===== config.mk =====
export PLATFORM = sky130hd
export DESIGN_NAME = set_mode_ctrl
export DESIGN_NICKNAME = d
export VERILOG_FILES = /design/src/rtl/set_pkg.sv /design/src/rtl/button_conditioner.sv /design/src/rtl/set_mode_ctrl.sv
export SDC_FILE = /design/constraint.sdc
export NUM_CORES = 1
export LEC_CHECK = 0
export CAP_MARGIN = 40
export CELL_PAD_IN_SITES_DETAIL_PLACEMENT = 2
export CELL_PAD_IN_SITES_GLOBAL_PLACEMENT = 2
export CORE_MARGIN = 4
export CORE_UTILIZATION = 41
export CTS_CLUSTER_DIAMETER = 200
export DETAILED_ROUTE_END_ITERATION = 10
export PLACE_DENSITY = 0.85
export SYNTH_ARGS = -nofsm -noshare
export SYNTH_HDL_FRONTEND = slang
export SYNTH_SLANG_ARGS = --single-unit

===== constraint.sdc =====
create_clock -name clk -period 5.08 [get_ports clk]
set_input_delay 0.508 -clock clk [delete_from_list [all_inputs] [get_ports clk]]
set_output_delay 0.508 -clock clk [all_outputs]
set_load 0.05 [all_outputs]

===== src/rtl/set_pkg.sv =====
// rtl/set_pkg.sv - shared types and constants for the set/edit controller
package set_pkg;

    // Field selector values driven on field_sel.
    typedef enum logic [2:0] {
        FIELD_NONE  = 3'd0,
        FIELD_HOUR  = 3'd1,
        FIELD_MIN   = 3'd2,
        FIELD_SEC   = 3'd3,
        FIELD_DAY   = 3'd4,
        FIELD_MONTH = 3'd5,
        FIELD_YEAR  = 3'd6
    } field_e;

    // Edit FSM states; F0..F2 are the three fields of the latched group.
    typedef enum logic [1:0] {
        ST_IDLE = 2'd0,
        ST_F0   = 2'd1,
        ST_F1   = 2'd2,
        ST_F2   = 2'd3
    } state_e;

    // Display digits blanked for each field (bit 7 = leftmost digit).
    localparam logic [7:0] MASK_HOUR_DAY = 8'hC0;
    localparam logic [7:0] MASK_MIN_MON  = 8'h30;
    localparam logic [7:0] MASK_SEC      = 8'h0C;
    localparam logic [7:0] MASK_YEAR     = 8'h0F;

    // Auto-repeat timing: first repeat after the delay, then every period.
    localparam int AR_DELAY_CYCLES  = 25_000_000;
    localparam int AR_PERIOD_CYCLES = 5_000_000;

    // Field shown for an FSM state; cal = 1 selects the calendar group.
    function automatic field_e field_of(input state_e st, input logic cal);
        case (st)
            ST_F0:   field_of = cal ? FIELD_DAY   : FIELD_HOUR;
            ST_F1:   field_of = cal ? FIELD_MONTH : FIELD_MIN;
            ST_F2:   field_of = cal ? FIELD_YEAR  : FIELD_SEC;
            default: field_of = FIELD_NONE;
        endcase
    endfunction

    function automatic logic [7:0] digit_mask(input field_e f);
        case (f)
            FIELD_HOUR, FIELD_DAY:  digit_mask = MASK_HOUR_DAY;
            FIELD_MIN, FIELD_MONTH: digit_mask = MASK_MIN_MON;
            FIELD_SEC:              digit_mask = MASK_SEC;
            FIELD_YEAR:             digit_mask = MASK_YEAR;
            default:                digit_mask = 8'h00;
        endcase
    endfunction

endpackage


===== src/rtl/button_conditioner.sv =====
// rtl/button_conditioner.sv - sync, debounce and press-edge detect for one active-low button
//   clk, rst : clock, asynchronous active-high reset
//   btn      : raw active-low button (asynchronous)
//   press    : one-cycle pulse on each accepted press (released -> pressed)
//   held     : debounced level, 1 while the button is accepted as pressed
module button_conditioner #(
    parameter int DEBOUNCE_CYCLES = 1_000_000
) (
    input  logic clk,
    input  logic rst,
    input  logic btn,
    output logic press,
    output logic held
);

    localparam int CW = $clog2(DEBOUNCE_CYCLES + 1);
    localparam logic [CW-1:0] CNT_LAST = CW'(DEBOUNCE_CYCLES - 1);

    logic          sync1;
    logic          sync2;
    logic          level;
    logic [CW-1:0] cnt;
    logic          accept;

    // The synchronized level must differ from the accepted level for
    // DEBOUNCE_CYCLES consecutive cycles before it is taken.
    assign accept = (sync2 != level) && (cnt == CNT_LAST);
    assign held   = ~level;

    always_ff @(posedge clk or posedge rst) begin
        if (rst) begin
            sync1 <= 1'b1;
            sync2 <= 1'b1;
            level <= 1'b1;
            cnt   <= '0;
            press <= 1'b0;
        end else begin
            sync1 <= btn;
            sync2 <= sync1;
            press <= accept && !sync2;
            if (sync2 == level) begin
                cnt <= '0;
            end else if (accept) begin
                cnt   <= '0;
                level <= sync2;
            end else begin
                cnt <= cnt + 1'b1;
            end
        end
    end

endmodule


===== src/rtl/set_mode_ctrl.sv =====
// rtl/set_mode_ctrl.sv - button-driven edit sequencer for the clock/calendar datapath
//   clk, rst          : clock, asynchronous active-high reset
//   sw_mode           : 0 = clock group, 1 = calendar group (asynchronous level)
//   butt_change/increase/decrease : raw active-low pushbuttons
//   edit_active       : high in any edit state
//   field_sel         : selected field (0 none, 1..6 hour..year)
//   inc_pulse/dec_pulse : one-cycle adjust commands for field_sel
//   run_en            : low while a clock-group field is being edited
//   blink_mask        : digits to blank for the blinking field
//   Optional: SET_AUTO_REPEAT_EN enables hold-to-repeat on increase/decrease.
module set_mode_ctrl
    import set_pkg::*;
#(
    parameter int DEBOUNCE_CYCLES = 1_000_000,
    parameter int BLINK_CYCLES    = 12_500_000,
    parameter int TIMEOUT_CYCLES  = 500_000_000
) (
    input  logic       clk,
    input  logic       rst,
    input  logic       sw_mode,
    input  logic       butt_change,
    input  logic       butt_increase,
    input  logic       butt_decrease,
    output logic       edit_active,
    output logic [2:0] field_sel,
    output logic       inc_pulse,
    output logic       dec_pulse,
    output logic       run_en,
    output logic [7:0] blink_mask
);

    localparam int BW = $clog2(BLINK_CYCLES + 1);
    localparam int TW = $clog2(TIMEOUT_CYCLES + 1);
    localparam logic [BW-1:0] BLINK_LAST = BW'(BLINK_CYCLES - 1);
    localparam logic [TW-1:0] TMO_LAST   = TW'(TIMEOUT_CYCLES - 1);

    logic chg_press, inc_press, dec_press;
    logic chg_held, inc_held, dec_held;
    logic mode_meta, mode_sync;
    logic rpt_inc, rpt_dec;
    logic inc_ev, dec_ev, any_ev;

    state_e        state_q, state_d;
    logic          group_q, group_d;
    logic          inc_d, dec_d;
    logic [BW-1:0] blink_cnt, blink_cnt_d;
    logic          phase_q, phase_d;
    logic [TW-1:0] tmo_cnt;
    field_e        field_d;

    button_conditioner #(.DEBOUNCE_CYCLES(DEBOUNCE_CYCLES)) u_chg (
        .clk(clk), .rst(rst), .btn(butt_change), .press(chg_press), .held(chg_held));
    button_conditioner #(.DEBOUNCE_CYCLES(DEBOUNCE_CYCLES)) u_inc (
        .clk(clk), .rst(rst), .btn(butt_increase), .press(inc_press), .held(inc_held));
    button_conditioner #(.DEBOUNCE_CYCLES(DEBOUNCE_CYCLES)) u_dec (
        .clk(clk), .rst(rst), .btn(butt_decrease), .press(dec_press), .held(dec_held));

`ifdef SET_AUTO_REPEAT_EN
    localparam int RW = $clog2(AR_DELAY_CYCLES + 1);
    localparam logic [RW-1:0] RPT_DELAY_LAST  = RW'(AR_DELAY_CYCLES - 1);
    localparam logic [RW-1:0] RPT_PERIOD_LAST = RW'(AR_PERIOD_CYCLES - 1);

    logic [RW-1:0] rpt_cnt;
    logic          rpt_first;
    logic          rpt_hold;
    logic          rpt_tick;

    // Only a single held adjust button repeats; holding both repeats nothing.
    assign rpt_hold = (state_q != ST_IDLE) && (inc_held ^ dec_held);
    assign rpt_tick = rpt_hold &&
                      (rpt_cnt == (rpt_first ? RPT_DELAY_LAST : RPT_PERIOD_LAST));
    assign rpt_inc  = rpt_tick & inc_held;
    assign rpt_dec  = rpt_tick & dec_held;

    always_ff @(posedge clk or posedge rst) begin
        if (rst) begin
            rpt_cnt   <= '0;
            rpt_first <= 1'b1;
        end else if (!rpt_hold) begin
            rpt_cnt   <= '0;
            rpt_first <= 1'b1;
        end else if (rpt_tick) begin
            rpt_cnt   <= '0;
            rpt_first <= 1'b0;
        end else begin
            rpt_cnt <= rpt_cnt + 1'b1;
        end
    end

    wire unused_held = chg_held;
`else
    assign rpt_inc = 1'b0;
    assign rpt_dec = 1'b0;

    wire unused_held = chg_held ^ inc_held ^ dec_held;
`endif

    assign inc_ev = inc_press | rpt_inc;
    assign dec_ev = dec_press | rpt_dec;
    assign any_ev = chg_press | inc_ev | dec_ev;

    always_ff @(posedge clk or posedge rst) begin
        if (rst) begin
            mode_meta <= 1'b0;
            mode_sync <= 1'b0;
        end else begin
            mode_meta <= sw_mode;
            mode_sync <= mode_meta;
        end
    end

    // Next state, adjust commands and blink phase.
    always_comb begin
        state_d     = state_q;
        group_d     = group_q;
        inc_d       = 1'b0;
        dec_d       = 1'b0;
        blink_cnt_d = blink_cnt;
        phase_d     = phase_q;

        if (state_q == ST_IDLE) begin
            if (chg_press) begin
                state_d = ST_F0;
                group_d = mode_sync;
            end
        end else if ((mode_sync != group_q) || (tmo_cnt == TMO_LAST)) begin
            state_d = ST_IDLE;
        end else if (chg_press) begin
            // change wins over a coincident adjust event
            case (state_q)
                ST_F0:   state_d = ST_F1;
                ST_F1:   state_d = ST_F2;
                default: state_d = ST_IDLE;
            endcase
        end else if (inc_ev ^ dec_ev) begin
            inc_d = inc_ev;
            dec_d = dec_ev;
        end

        // Any state change restarts the blink with digits visible.
        if (state_d != state_q) begin
            blink_cnt_d = '0;
            phase_d     = 1'b0;
        end else if (blink_cnt == BLINK_LAST) begin
            blink_cnt_d = '0;
            phase_d     = ~phase_q;
        end else begin
            blink_cnt_d = blink_cnt + 1'b1;
        end

        field_d = field_of(state_d, group_d);
    end

    always_ff @(posedge clk or posedge rst) begin
        if (rst) begin
            state_q     <= ST_IDLE;
            group_q     <= 1'b0;
            blink_cnt   <= '0;
            phase_q     <= 1'b0;
            tmo_cnt     <= '0;
            edit_active <= 1'b0;
            field_sel   <= 3'd0;
            inc_pulse   <= 1'b0;
            dec_pulse   <= 1'b0;
            run_en      <= 1'b1;
            blink_mask  <= 8'h00;
        end else begin
            state_q     <= state_d;
            group_q     <= group_d;
            blink_cnt   <= blink_cnt_d;
            phase_q     <= phase_d;
            edit_active <= (state_d != ST_IDLE);
            field_sel   <= field_d;
            inc_pulse   <= inc_d;
            dec_pulse   <= dec_d;
            run_en      <= !((state_d != ST_IDLE) && !group_d);
            blink_mask  <= phase_d ? digit_mask(field_d) : 8'h00;

            if ((state_q == ST_IDLE) || (state_d == ST_IDLE) || any_ev) begin
                tmo_cnt <= '0;
            end else begin
                tmo_cnt <= tmo_cnt + 1'b1;
            end
        end
    end

endmodule

# Yosys cells after proc, flatten, opt, wreduce, memory -nomap -nowiden

Cells that the tools add are included.

Add/subtract/negate cells: 5
Eq/ne operators: 24
Mux-type cells: 32
Bitwise gates (word level): 7
Reductions and logical operators: 23

Operators by type and width:

| operator              | number |
|---|---|
| $mux 20               | 6 |
| $add 20x1->20 const B | 3 |
| $eq 20x20->1 const B  | 3 |
| $mux 24               | 2 |
| $pmux 8 s4            | 1 |
| $add 29x1->29 const B | 1 |
| $eq 29x29->1 const B  | 1 |
| $mux 29               | 1 |
| $add 24x1->24 const B | 1 |
| $eq 24x24->1 const B  | 1 |
| $mux 1                | 12 |
| $eq 3x3->1 const B    | 3 |
| $mux 3                | 3 |
| $pmux 3 s3            | 1 |
| $mux 2                | 4 |
| $mux 8                | 1 |
| $logic_and 1x1->1     | 7 |
| $eq 2x2->1 const B    | 3 |
| $eq 3x2->1 const B    | 2 |
| $reduce_and 2->1      | 3 |
| $logic_not 1->1       | 5 |
| $eq 2x1->1 const B    | 2 |
| $logic_not 2->1       | 2 |
| $ne 1x1->1            | 4 |
| 10 further kinds      | 19 |

Register bits after elaboration: 146
Input bits: 6
Output and inout bits: 15
Logic and storage cells: 119

# Longest topological paths before layout

Gate-level depths: netlist of run 1.

Depth in word-level cells: 11
Mapped depth: 8

# Hierarchy

A second synthesis of run 1 with hierarchy kept.

Cell total of the unflattened synthesis: 700
Area, all modules: 7,088.0 um2

By module, submodules not included:

| module                          | times used | cells an instance | area an instance (um2) |
|---|---|---|---|
| set_mode_ctrl                   | 1          | 357               | 3,588.4 |
| button_conditioner at u_chg ... | 2          | 112               | 1,153.6 |
| button_conditioner at u_inc     | 1          | 119               | 1,192.4 |

# Worst setup path before layout of run 1

OpenSTA, ideal clock, no wires.

Kind: register to register
From: reg state_q[1]
To: reg blink_cnt[21]
Setup time: 94 ps
Data arrival time: 1,988 ps
Data required time: 4,986 ps
Path slack: 2,998 ps
Cell stages (with the launch flop): 9
Buffers on the path: 2
Clock period less this slack: 2,082 ps
Cell sequence: dfrtp_1 > inv_1 > ha_1 > clkbuf_1 > nor2_1 > a221o_1 > a32o_2 > buf_6 > nor4b_4

Cells in the longest elaborated chain, start to end: 7
Elaborated cells between the ends (all ways): 10
Classes of those cells: 3 x eq/ne; 6 x mux; 1 x reduce/logical

Ends and longest elaborated chain:

| what                                            | RTL line             | text |
|---|---|---|
| start: declaration                              | set_mode_ctrl.sv:43  | `state_e state_q, state_d;` |
| start signal: assignment                        | set_mode_ctrl.sv:168 | `state_q <= state_d;` |
| $eq 2x2->1 / $eq 2x1->1 (equally long branches) | set_mode_ctrl.sv:130 | `case (state_q)` |
| $pmux 2 s2                                      | set_mode_ctrl.sv:130 |  |
| $mux 2                                          | set_mode_ctrl.sv:128 | `end else if (chg_press) begin` |
| $mux 2                                          | set_mode_ctrl.sv:126 | `end else if ((mode_sync != group_q) \|\| (tmo_cnt == TMO_LAST)) begin` |
| $mux 2                                          | set_mode_ctrl.sv:121 | `if (state_q == ST_IDLE) begin` |
| $ne 2x2->1 *                                    | set_mode_ctrl.sv:141 | `if (state_d != state_q) begin` |
| $mux 24 *                                       | set_mode_ctrl.sv:141 |  |
| via blink_cnt_d[21]                             | set_mode_ctrl.sv:46  | `logic [BW-1:0] blink_cnt, blink_cnt_d;` |
| end signal: assignment                          | set_mode_ctrl.sv:170 | `blink_cnt <= blink_cnt_d;` |
| end: declaration                                | set_mode_ctrl.sv:46  |  |

The timed path passes the listed nets; every way through them passes the cells marked *.
A chain may end at the register's enable or synchronous reset.

# Worst setup path in the final report of run 1

From: reg blink_cnt[0]
To: reg blink_mask[5]

Cells in the longest elaborated chain, start to end: 4

Ends and longest elaborated chain:

| what                   | RTL line             | text |
|---|---|---|
| $eq 24x24->1           | set_mode_ctrl.sv:144 | `end else if (blink_cnt == BLINK_LAST) begin` |
| $mux 1                 | set_mode_ctrl.sv:144 |  |
| $mux 1                 | set_mode_ctrl.sv:141 |  |
| $mux 8                 | set_mode_ctrl.sv:177 | `blink_mask <= phase_d ? digit_mask(field_d) : 8'h00;` |
| end signal: assignment | set_mode_ctrl.sv:177 |  |
| end: declaration       | set_mode_ctrl.sv:29  | `output logic [7:0] blink_mask` |

Every way passes these cells.

==> impl_metrics.prom, run 1 <==
# TYPE chip_impl_metric gauge
chip_impl_metric{name="crit_fanout",unit=""} 16
chip_impl_metric{name="final_antenna_net_count",unit=""} 0
chip_impl_metric{name="syn_nets",unit=""} 695
chip_impl_metric{name="stdcell_area",unit="mm2"} 0.00798
chip_impl_metric{name="slew_headroom",unit="%"} 40.6
chip_impl_metric{name="clk_latency",unit="ps"} 430
chip_impl_metric{name="cts.sink_count",unit=""} 142
chip_impl_metric{name="seq_area_frac_synth",unit="%"} 51.6
chip_impl_info{name="crit_path_end",value="blink_mask[5]$_DFF_PP0_"} 1
chip_impl_metric{name="clock_path_buffers",unit=""} 2
chip_impl_metric{name="wire_length_of_the_first_global_routing_pass",unit="um"} 33800
chip_impl_metric{name="timing.hold.ws",unit="ps"} 359
chip_impl_metric{name="die_h",unit="um"} 138
chip_impl_metric{name="antenna_cells_inserted",unit=""} 0
chip_impl_metric{name="crit_required",unit="ps"} 5360
chip_impl_metric{name="cts-buffers-inserted",unit=""} 17
chip_impl_metric{name="post-dp-hpwl",unit="um"} 12800
chip_impl_metric{name="r2r_setup_slack",unit="ps"} 2490
chip_impl_metric{name="postCtsHoldBufs",unit=""} 0
chip_impl_metric{name="io_buffer_count",unit=""} 20
chip_impl_metric{name="post-route-min-period",unit="ps"} 2590
chip_impl_metric{name="worstPathArrival",unit="ps"} 2870
chip_impl_metric{name="grt_overflow_total",unit=""} 0
chip_impl_metric{name="global_route.usage.total",unit="%"} 23.2
chip_impl_metric{name="ys.warnings.count",unit=""} 0
chip_impl_metric{name="ctsResizeCount",unit=""} 0
chip_impl_info{name="most_used_standard_cell_by_instance_count_after_synthesis",value="dfrtp_1"} 1
chip_impl_info{name="worstSetupEndpointType",value="flip-flop"} 1
chip_impl_info{name="r2r-end",value="blink_mask[5]$_DFF_PP0_"} 1
chip_impl_info{name="post_synth_main_area_contributors",value="dfrtp_1, xor2_1, nor2_1"} 1
chip_impl_metric{name="drt-total-wl",unit="um"} 20300
chip_impl_info{name="timing.critical_path.from",value="blink_cnt[0]$_DFF_PP0_"} 1
chip_impl_metric{name="first_global_vias",unit=""} 6115
chip_impl_metric{name="largest_net_degree_at_the_start_of_global_routing",unit=""} 71
chip_impl_metric{name="coreArea",unit="mm2"} 0.0165
chip_impl_metric{name="hold_violations",unit=""} 0
chip_impl_metric{name="synthesis.instances",unit=""} 682
chip_impl_metric{name="totalNegativeSetupSlack",unit="ps"} 0
chip_impl_info{name="cts_tree",value="yes"} 1
chip_impl_info{name="timing.setup.critical_path_class",value="reg -> reg"} 1
chip_impl_metric{name="timing.final.max_slew_violations",unit=""} 0
chip_impl_metric{name="drc_errors",unit=""} 0
chip_impl_metric{name="antenna_found_initial",unit=""} 0
chip_impl_info{name="worst_hold_class",value="reg -> reg"} 1
chip_impl_metric{name="synthDistinctLibCells",unit=""} 52
chip_impl_metric{name="total_leakage_power",unit="nW"} 3.31
chip_impl_metric{name="dpl_cell_area",unit="mm2"} 0.00737
chip_impl_metric{name="netlist_area",unit="mm2"} 0.00691
chip_impl_metric{name="fin_nets",unit=""} 720
chip_impl_metric{name="reg2reg_depth",unit=""} 5
chip_impl_metric{name="setup-violations-final",unit=""} 0
chip_impl_metric{name="dr.first_iter.drc_count",unit=""} 229
chip_impl_metric{name="async_flop_share",unit="%"} 100
chip_impl_metric{name="cap_viol_max_count",unit=""} 0
chip_impl_metric{name="syn_avg_cell_area",unit="um2"} 10.1
chip_impl_metric{name="fp.dieArea",unit="mm2"} 0.0190
chip_impl_metric{name="count_of_state_elements_after_synthesis",unit=""} 142
chip_impl_metric{name="finClkSkew",unit="ps"} 14.0
chip_impl_metric{name="vdd.ir_drop.worst",unit="V"} 0.000208
chip_impl_metric{name="cts_post_setup_buffers_inserted",unit=""} 0
chip_impl_metric{name="final_layout_size_suffix_gt1_share",unit="%"} 9.31
chip_impl_metric{name="route.detailed.wl_per_inst",unit="um"} 21.6
chip_impl_metric{name="cellPowerDensity",unit="mW/mm2"} 315
chip_impl_info{name="reg2reg_from",value="blink_cnt[0]$_DFF_PP0_"} 1
chip_impl_metric{name="num_io_pins",unit=""} 21
chip_impl_info{name="crit_path_start_kind",value="flip-flop"} 1
chip_impl_info{name="outcome",value="finished clean"} 1
chip_impl_metric{name="vias_per_cell",unit=""} 5.53
chip_impl_metric{name="dieWidth",unit="um"} 138
chip_impl_metric{name="worst_pin_slew",unit="ps"} 883
chip_impl_metric{name="layout.core_utilization",unit="%"} 48.3
chip_impl_metric{name="synth_enable_flop_cells",unit=""} 0
chip_impl_metric{name="post-synth-top-area-fraction",unit="%"} 47.8
chip_impl_metric{name="floorplan.rows",unit=""} 47
chip_impl_info{name="ys_dominant_reg_cell",value="dfrtp_1"} 1
chip_impl_metric{name="h-tree-depth",unit=""} 4
chip_impl_metric{name="initial_core_util",unit="%"} 41.8
chip_impl_metric{name="total_power",unit="mW"} 2.51
chip_impl_metric{name="vias",unit=""} 5201
chip_impl_info{name="library_cell_occupying_the_most_area_in_the_post_synthesis_netlist",value="dfrtp_1"} 1
chip_impl_metric{name="drt-pass1-iter-count",unit=""} 4
chip_impl_metric{name="clk_pin_slew",unit="ps"} 70
chip_impl_metric{name="timing.final.crit_share",unit="%"} 51.0
chip_impl_info{name="cts_root_buffer_type",value="clkbuf_16"} 1
chip_impl_metric{name="place_congestion",unit=""} 0.771
chip_impl_info{name="synth_top_cells_by_count",value="dfrtp_1, nor2_1, xor2_1"} 1
chip_impl_metric{name="fmax",unit="MHz"} 386
chip_impl_info{name="grt_setup_unrepaired",value="no"} 1
chip_impl_metric{name="flow.area_growth_from_synthesis",unit="%"} 15.4
==> worst max-delay path: stages (launching register included) <==
cell and delay (ps):
dfrtp_1 430, ha_1 270, and4_1 280, nand4_1 590, xor2_1 410, a2111oi_0 470
==> state kept, by name, summed over array words and instances, names as in the netlist, 2 cells and up <==
register,flops
field_sel,3
u_inc.cnt,20
u_dec.cnt,20
u_chg.cnt,20
tmo_cnt,29
state_q,2
blink_mask,4
blink_cnt,24
==> through the flow <==
stage | cells | setup slack (ps)
floorplan | 682 | 779
global placement | 903 | 2490
detailed placement | 908 | 2590
CTS | 940 | 2410
global route | 940 | 2180
finish | 940 | 2490
==> placed cells by master, fill, tap and decap left out, types with 3 or more instances in the layout <==
cell type / n
dfrtp_1: 132
nor4b_1: 4
nor4_1: 12
mux2i_1: 4
mux2_2: 3
and4_1: 11
or4_1: 3
and3_1: 15
nand3_1: 51
nor2_1: 121
nand4_1: 31
nand2_1: 43
nor3_1: 37
ha_1: 7
clkdlybuf4s50_1: 20
or3_1: 3
nor4bb_1: 9
inv_6: 10
and2_1: 3
xnor2_1: 51
clkbuf_16: 17
xor2_1: 56
nor2b_1: 4
dfstp_2: 10
inv_1: 16
==> report_power, final <==
group          leakage (nW)  switching, mW  internal (mW)  total, mW
logic                  1.09         0.0409         0.0138     0.0546
clock network         0.296          0.551          0.755       1.31
registers              1.92        0.00929           1.14       1.15
==> final cells by class <==
cell class	count	area (um2)
flip-flops and latches	142	3570
inverters	17	68.8
clock buffers	18	439
well taps	220	275
multi-input cells	502	3160
repair buffers	27	305
fillers	1692	8550
clock inverters	14	166
==> per-layer routing <==
metal / GRT usage [%] / up-vias / wire length, um
li1: - / 2410 / -
met1: 27.2 / 2693 / 8400
met2: 41.6 / 64 / 10900
met3: 5.01 / 34 / 490
met4: 8.51 / 0 / 515
met5: 0 / - / 0
==> cells by family after synthesis <==
| family | synth area share, % |
|---|---|
| xor+xnor | 13.6 |
| simple gates | 27.8 |
| fa+ha+maj | 1.27 |
| buf+inv | 2.82 |
| flops | 51.6 |
| mux | 1.07 |
| compound gates | 1.86 |
==> worst min-delay path by stage <==
stage | from | cells past startpoint | to | slack [ps]
2_1_floorplan | mode_meta$_DFF_PP0_ | 0 | mode_sync$_DFF_PP0_ | 330
3_3_place_gp | mode_meta$_DFF_PP0_ | 0 | mode_sync$_DFF_PP0_ | 340
3_5_place_dp | mode_meta$_DFF_PP0_ | 0 | mode_sync$_DFF_PP0_ | 340
4_1_cts | u_inc.sync1$_DFF_PP1_ | 0 | u_inc.sync2$_DFF_PP1_ | 360
5_1_grt | u_inc.sync1$_DFF_PP1_ | 0 | u_inc.sync2$_DFF_PP1_ | 370
6_report | u_inc.sync1$_DFF_PP1_ | 0 | u_inc.sync2$_DFF_PP1_ | 360
(Power assumes the default switching activity.)
==> run 2: changes to the inputs <==
- clock period: 5.08 -> 2.4 ns (I/O delays scaled with it)
==> run 2 against run 1 <==
  * Non-clock buffer count rose by 6
  * Via count rose by 2.3%
  * Critical path type unchanged
  * Sequential cell count unchanged
  * Die area is the same
  * Critical path depth rose by 1
  * Utilization is 0.64 points higher
==> impl_metrics.prom, run 2 (synthesized netlist as in run 1, its figures left out) <==
# TYPE chip_impl_metric gauge
chip_impl_metric{name="worst_pin_slew",unit="ps"} 597
chip_impl_info{name="crit_path_start_kind",value="flip-flop"} 1
chip_impl_info{name="outcome",value="finished clean"} 1
chip_impl_metric{name="worstPathArrival",unit="ps"} 2640
chip_impl_info{name="timing.setup.critical_path_class",value="reg -> reg"} 1
chip_impl_metric{name="cts.sink_count",unit=""} 142
chip_impl_info{name="r2r-end",value="blink_cnt[18]$_DFF_PP0_"} 1
chip_impl_metric{name="initial_core_util",unit="%"} 41.8
chip_impl_info{name="layout_commonest_cell",value="dfrtp_1"} 1
chip_impl_metric{name="coreArea",unit="mm2"} 0.0165
chip_impl_metric{name="drt-pass1-iter-count",unit=""} 4
chip_impl_metric{name="crit_fanout",unit=""} 14
chip_impl_metric{name="crit_required",unit="ps"} 2720
chip_impl_metric{name="filler_cell_count",unit=""} 1685
chip_impl_info{name="grt_setup_unrepaired",value="no"} 1
chip_impl_metric{name="io_buffer_count",unit=""} 20
chip_impl_metric{name="cap_viol_max_count",unit=""} 0
chip_impl_metric{name="clk_pin_slew",unit="ps"} 70
chip_impl_metric{name="dr.first_iter.drc_count",unit=""} 291
chip_impl_info{name="worst_hold_class",value="in -> reg"} 1
chip_impl_metric{name="layout.core_utilization",unit="%"} 48.9
chip_impl_metric{name="post-dp-hpwl",unit="um"} 12500
chip_impl_metric{name="postCtsHoldBufs",unit=""} 0
chip_impl_metric{name="r2r_setup_slack",unit="ps"} 80
chip_impl_info{name="cts_root_buffer_type",value="clkbuf_16"} 1
chip_impl_metric{name="clock_path_buffers",unit=""} 2
chip_impl_metric{name="final_antenna_net_count",unit=""} 0
chip_impl_metric{name="post-route-min-period",unit="ps"} 2320
chip_impl_metric{name="drt-total-wl",unit="um"} 21200
chip_impl_metric{name="die_h",unit="um"} 138
chip_impl_metric{name="cellPowerDensity",unit="mW/mm2"} 674
chip_impl_metric{name="reg2reg_depth",unit=""} 6
chip_impl_metric{name="hold_violations",unit=""} 0
chip_impl_metric{name="timing.final.crit_share",unit="%"} 96.6
chip_impl_metric{name="first_global_vias",unit=""} 6071
chip_impl_info{name="cts_tree",value="yes"} 1
chip_impl_metric{name="cts-buffers-inserted",unit=""} 17
chip_impl_metric{name="fin_nets",unit=""} 727
chip_impl_metric{name="grt_overflow_total",unit=""} 0
chip_impl_info{name="leading_cell_types_in_the_layout_fill_and_taps_excluded",value="dfrtp_1, nor2_1, xor2_1"} 1
chip_impl_metric{name="global_route.usage.total",unit="%"} 23.3
chip_impl_metric{name="num_io_pins",unit=""} 21
chip_impl_info{name="reg2reg_from",value="tmo_cnt[0]$_DFF_PP0_"} 1
chip_impl_metric{name="totalNegativeSetupSlack",unit="ps"} 0
chip_impl_metric{name="drc_errors",unit=""} 0
chip_impl_metric{name="route.detailed.wl_per_inst",unit="um"} 22.4
chip_impl_metric{name="final_layout_size_suffix_gt1_share",unit="%"} 10.6
chip_impl_info{name="worstSetupEndpointType",value="flip-flop"} 1
chip_impl_metric{name="total_leakage_power",unit="nW"} 3.34
chip_impl_metric{name="timing.final.max_slew_violations",unit=""} 0
chip_impl_metric{name="fp.dieArea",unit="mm2"} 0.0190
chip_impl_metric{name="vdd.ir_drop.worst",unit="V"} 0.000441
chip_impl_metric{name="setup-violations-final",unit=""} 0
chip_impl_metric{name="slew_headroom",unit="%"} 60.1
chip_impl_metric{name="flow.area_growth_from_synthesis",unit="%"} 16.9
chip_impl_metric{name="dieWidth",unit="um"} 138
chip_impl_metric{name="floorplan.rows",unit=""} 47
chip_impl_info{name="largest_register",value="tmo_cnt"} 1
chip_impl_info{name="timing.critical_path.from",value="tmo_cnt[0]$_DFF_PP0_"} 1
chip_impl_metric{name="antenna_found_initial",unit=""} 0
chip_impl_metric{name="vias",unit=""} 5323
chip_impl_metric{name="clk_latency",unit="ps"} 440
chip_impl_metric{name="h-tree-depth",unit=""} 4
chip_impl_metric{name="vias_per_cell",unit=""} 5.62
chip_impl_info{name="largestRegisters",value="tmo_cnt: 29 flops, blink_cnt: 24 flops"} 1
chip_impl_metric{name="largest_net_degree_at_the_start_of_global_routing",unit=""} 89
chip_impl_metric{name="wire_length_of_the_first_global_routing_pass",unit="um"} 33700
chip_impl_metric{name="largest_register_ffs",unit=""} 29
chip_impl_metric{name="place_congestion",unit=""} 0.812
chip_impl_metric{name="antenna_cells_inserted",unit=""} 0
chip_impl_info{name="crit_path_end",value="blink_cnt[18]$_DFF_PP0_"} 1
chip_impl_metric{name="fmax",unit="MHz"} 431
chip_impl_metric{name="finClkSkew",unit="ps"} 13.4
## run 2: cell types whose count changed in the layout (fill, tap and decap cells not counted), sizes merged
cell and delta:
inv -8, clkinv +1, buf +8, bufinv +2, a32o +1, clkbuf +2, clkinvlp +3, clkdlybuf4s18 -2
## run 2: critical path: stages (launching register included)
cell	delay (ps)
dfrtp_1	410
ha_1	240
nand4_1	210
nor4_4	360
nand2_1	170
a32o_4	430
nor4bb_1	370
## run 2: layout make-up
type / count / area [um2] / area share [%]
Sequential cell: 142 / 3570 / 44.1
Multi-Input combinational cell: 503 / 3210 / 39.7
Tap cell: 220 / 275 / 3.41
Inverter: 17 / 67.6 / 0.836
Clock inverter: 12 / 183 / 2.26
Timing Repair Buffer: 33 / 335 / 4.15
Clock buffer: 20 / 447 / 5.53
## run 2: worst min path at each step
stage	from	endpoint	slack [ps]	depth (start not counted)
after floorplan	butt_change	u_chg.sync1$_DFF_PP1_	240	0
after global placement	mode_meta$_DFF_PP0_	mode_sync$_DFF_PP0_	330	0
after detailed placement	mode_meta$_DFF_PP0_	mode_sync$_DFF_PP0_	340	0
after CTS	butt_decrease	u_dec.sync1$_DFF_PP1_	190	1
after global routing	butt_decrease	u_dec.sync1$_DFF_PP1_	190	1
final	butt_decrease	u_dec.sync1$_DFF_PP1_	210	1
## run 2: per-layer routing
metal / GRT usage [%] / up-vias / wire, um
met5: 0.556 / - / 0
met4: 7.63 / 0 / 587
met3: 5.22 / 44 / 501
met2: 42.9 / 71 / 11500
met1: 26.5 / 2778 / 8630
li1: - / 2430 / -
## run 2: metrics by stage
step           cell area, um2  worst slack, ps  power [mW]  cells  hold WS (ps)
2_1_floorplan            6920              318        2.55    682           244
3_5_place_dp             7390             11.6        2.60    913           338
5_1_grt                  8080             10.1        5.63    947           193
6_report                 8080             82.1        5.45    947           205
4_1_cts                  8040             28.3        5.49    945           187
3_3_place_gp             7390              117        2.59    913           334
## run 2: repair_timing
action                                 CTS  global route
gates resized for setup                  4             4
buffers inserted                         0             1
pin swaps                                0             1
endpoints found under the hold margin    0             0
setup endpoints to repair               12             7
gates cloned                             0             1
## run 2: report_power, final
part / total (mW) / switching, mW / leakage (nW) / internal (mW)
combinational: 0.117 / 0.0866 / 1.12 / 0.0306
sequential: 2.44 / 0.0214 / 1.92 / 2.42
clock: 2.89 / 1.12 / 0.298 / 1.78
==> run 3: changes to the inputs <==
- ABC_AREA: unset -> 1
- CORE_UTILIZATION: 41 -> 38
==> run 3 against run 2 <==
  * Global-route usage down 0.28 points
  * Hold slack worse by 58 ps
  * First-iteration DRC count up 15%
  * Clock skew down 0.97 ps
  * Combinational power up 18%
  * Register-to-register slack better by 80 ps
  * Non-clock buffer count down 5
  * Synthesized cell count up 33%
  * Largest cell class unchanged
==> impl_metrics.prom, run 3 <==
# TYPE chip_impl_metric gauge
chip_impl_info{name="outcome",value="finished clean"} 1
chip_impl_metric{name="final_cell_count_no_fill",unit=""} 1211
chip_impl_metric{name="dr.first_iter.drc_count",unit=""} 334
chip_impl_metric{name="crit_fanout",unit=""} 8
chip_impl_info{name="grt_setup_unrepaired",value="no"} 1
chip_impl_metric{name="place_congestion",unit=""} 0.783
chip_impl_metric{name="final_antenna_net_count",unit=""} 0
chip_impl_info{name="timing.setup.critical_path_class",value="reg -> reg"} 1
chip_impl_metric{name="synthDistinctLibCells",unit=""} 40
chip_impl_metric{name="count_of_state_elements_after_synthesis",unit=""} 142
chip_impl_metric{name="final_layout_size_suffix_gt1_share",unit="%"} 9.36
chip_impl_metric{name="post-synth-top-area-fraction",unit="%"} 45.0
chip_impl_metric{name="synthesis.instances",unit=""} 904
chip_impl_metric{name="timing.final.crit_share",unit="%"} 93.5
chip_impl_metric{name="global_route.usage.total",unit="%"} 23.0
chip_impl_info{name="cp_slowest_cell",value="dfstp_2"} 1
chip_impl_info{name="largest_register",value="tmo_cnt"} 1
chip_impl_metric{name="vdd.ir_drop.worst",unit="V"} 0.000489
chip_impl_info{name="worstSetupEndpointType",value="flip-flop"} 1
chip_impl_metric{name="postCtsHoldBufs",unit=""} 0
chip_impl_metric{name="postLayoutSetupSlackWorst",unit="ps"} 157
chip_impl_info{name="cts_root_buffer_type",value="clkbuf_16"} 1
chip_impl_metric{name="fin_nets",unit=""} 952
chip_impl_metric{name="worstPathArrival",unit="ps"} 2550
chip_impl_metric{name="dpl_cell_area",unit="mm2"} 0.00788
chip_impl_info{name="crit_path_start_kind",value="flip-flop"} 1
chip_impl_info{name="worst_hold_class",value="in -> async"} 1
chip_impl_metric{name="timing.final.max_slew_violations",unit=""} 0
chip_impl_metric{name="post-dp-hpwl",unit="um"} 15400
chip_impl_metric{name="clk_latency",unit="ps"} 430
chip_impl_metric{name="totalNegativeSetupSlack",unit="ps"} 0
chip_impl_metric{name="post-route-min-period",unit="ps"} 2240
chip_impl_info{name="library_cell_occupying_the_most_area_in_the_post_synthesis_netlist",value="dfrtp_1"} 1
chip_impl_metric{name="async_flop_share",unit="%"} 100
chip_impl_metric{name="slew_headroom",unit="%"} 49.2
chip_impl_metric{name="largest_register_ffs",unit=""} 29
chip_impl_metric{name="die_h",unit="um"} 147
chip_impl_metric{name="grt_overflow_total",unit=""} 0
chip_impl_info{name="leading_cell_types_in_the_layout_fill_and_taps_excluded",value="nand2_1, nor2_1, dfrtp_1"} 1
chip_impl_metric{name="cap_viol_max_count",unit=""} 0
chip_impl_metric{name="clk_pin_slew",unit="ps"} 70
chip_impl_metric{name="total_leakage_power",unit="nW"} 3.71
chip_impl_info{name="ys_dominant_reg_cell",value="dfrtp_1"} 1
chip_impl_metric{name="vias",unit=""} 6289
chip_impl_metric{name="drt-total-wl",unit="um"} 23800
chip_impl_metric{name="syn_avg_cell_area",unit="um2"} 8.12
chip_impl_metric{name="vias_per_cell",unit=""} 5.19
chip_impl_metric{name="synth_enable_flop_cells",unit=""} 0
chip_impl_metric{name="num_io_pins",unit=""} 21
chip_impl_metric{name="fp.dieArea",unit="mm2"} 0.0216
chip_impl_metric{name="cts-buffers-inserted",unit=""} 17
chip_impl_metric{name="cts.sink_count",unit=""} 142
chip_impl_metric{name="floorplan.rows",unit=""} 50
chip_impl_metric{name="cellPowerDensity",unit="mW/mm2"} 632
chip_impl_metric{name="clock_path_buffers",unit=""} 2
chip_impl_info{name="critical_path.most_common_cell",value="inv_1"} 1
chip_impl_metric{name="seq_area_frac_synth",unit="%"} 48.6
chip_impl_metric{name="hold_violations",unit=""} 0
chip_impl_metric{name="layout.core_utilization",unit="%"} 45.1
chip_impl_metric{name="setup-violations-final",unit=""} 0
chip_impl_info{name="largestRegisters",value="tmo_cnt: 29 flops, blink_cnt: 24 flops"} 1
chip_impl_metric{name="drt-pass1-iter-count",unit=""} 4
chip_impl_metric{name="dieWidth",unit="um"} 147
chip_impl_metric{name="finClkSkew",unit="ps"} 12.4
chip_impl_metric{name="netlist_area",unit="mm2"} 0.00734
chip_impl_metric{name="io_buffer_count",unit=""} 20
chip_impl_metric{name="cp_slowest_stage_delay",unit="ps"} 560
chip_impl_metric{name="route.detailed.wl_per_inst",unit="um"} 19.6
chip_impl_metric{name="wire_length_of_the_first_global_routing_pass",unit="um"} 39700
chip_impl_metric{name="ys.warnings.count",unit=""} 0
chip_impl_metric{name="dp.cells",unit=""} 1180
chip_impl_metric{name="worst_pin_slew",unit="ps"} 754
chip_impl_metric{name="drc_errors",unit=""} 0
chip_impl_metric{name="initial_core_util",unit="%"} 39.0
chip_impl_info{name="cts_tree",value="yes"} 1
chip_impl_metric{name="antenna_found_initial",unit=""} 0
chip_impl_metric{name="crit_required",unit="ps"} 2710
chip_impl_metric{name="largest_net_degree_at_the_start_of_global_routing",unit=""} 59
chip_impl_info{name="crit_chain",value="xor2_1, inv_1, nor3_1, nand3_1, nand2_2, inv_1, o21ai_0, a21oi_1"} 1
chip_impl_metric{name="flow.area_growth_from_synthesis",unit="%"} 15.8
chip_impl_metric{name="detailedPlace.worstSlack",unit="ps"} 272
chip_impl_metric{name="stdcell_area",unit="mm2"} 0.00850
chip_impl_metric{name="cts_post_setup_buffers_inserted",unit=""} 0
chip_impl_metric{name="syn_nets",unit=""} 917
chip_impl_metric{name="fmax",unit="MHz"} 446
chip_impl_metric{name="coreArea",unit="mm2"} 0.0188
chip_impl_info{name="synth_top_cells_by_count",value="nand2_1, nor2_1, dfrtp_1"} 1
chip_impl_metric{name="first_global_vias",unit=""} 7324
chip_impl_metric{name="antenna_cells_inserted",unit=""} 0
chip_impl_info{name="post_synth_main_area_contributors",value="dfrtp_1, nand2_1, nor2_1"} 1
chip_impl_metric{name="h-tree-depth",unit=""} 4
## run 3: metal layers
metal / share of wire [%] / global-route usage, %
met5: 0 / 0
met4: 2.4 / 8.29
met3: 1.7 / 3.52
met2: 52 / 41.3
met1: 44 / 28.0
## run 3: worst max-delay path: cells and delay by family (launching register included)
| family | cells | cell delay, ps |
|---|---|---|
| compound gates | 2 | 230 |
| simple gates | 3 | 680 |
| flops | 1 | 560 |
| buf+inv | 2 | 350 |
| xor+xnor | 1 | 300 |
## run 3: worst paths after layout
path | depth (start not counted) | start | end | slack (ps)
setup reg to reg | 8 | u_inc.sync2$_DFF_PP1_ | u_inc.cnt[7]$_DFF_PP0_ | 160
hold / removal | 2 | rst | u_inc.cnt[8]$_DFF_PP0_ | 150
min in group clk | 1 | butt_increase | u_inc.sync1$_DFF_PP1_ | 210
setup / recovery | 8 | u_inc.sync2$_DFF_PP1_ | u_inc.cnt[7]$_DFF_PP0_ | 160
max in group asynchronous | 3 | rst | u_chg.level$_DFFE_PP1P_ | 1520
hold reg to reg | 0 | u_chg.sync1$_DFF_PP1_ | u_chg.sync2$_DFF_PP1_ | 360
## run 3: kinds of logic after synthesis
kind of cell	after synthesis	synth area share [%]
flip-flops	142	48.6
buffers and inverters	140	7.72
XOR/XNOR	51	6.09
AO/OA/AOI/OAI	56	4.38
adder cells (fa/ha/maj)	7	1.19
multiplexers	2	0.273
AND/OR/NAND/NOR	506	31.8
## run 3: layout make-up
class,count,area [um2]
clock buffer,22,474
fill,2113,10300
multi-input combinational,622,3220
tap,260,325
inverter,128,484
clock inverter,9,134
sequential,142,3570
timing repair buffer,28,298
## run 3: through the flow
step	total power, mW	hold WS (ps)
3_3_place_gp	2.60	347
6_report	5.37	147
3_5_place_dp	2.61	348
4_1_cts	5.43	145
5_1_grt	5.57	161
2_1_floorplan	2.55	244
## run 3: repair_timing
item	CTS	global route
endpoints found under the setup margin	0	7
resized for setup	0	4
endpoints found under the hold margin	0	0
## run 3: where the power goes
part	internal (mW)	switching (mW)	leakage (nW)
Sequential	2.42	0.0156	1.92
Clock	1.72	1.09	0.297
Combinational	0.0389	0.0994	1.49
Total	4.17	1.20	3.71
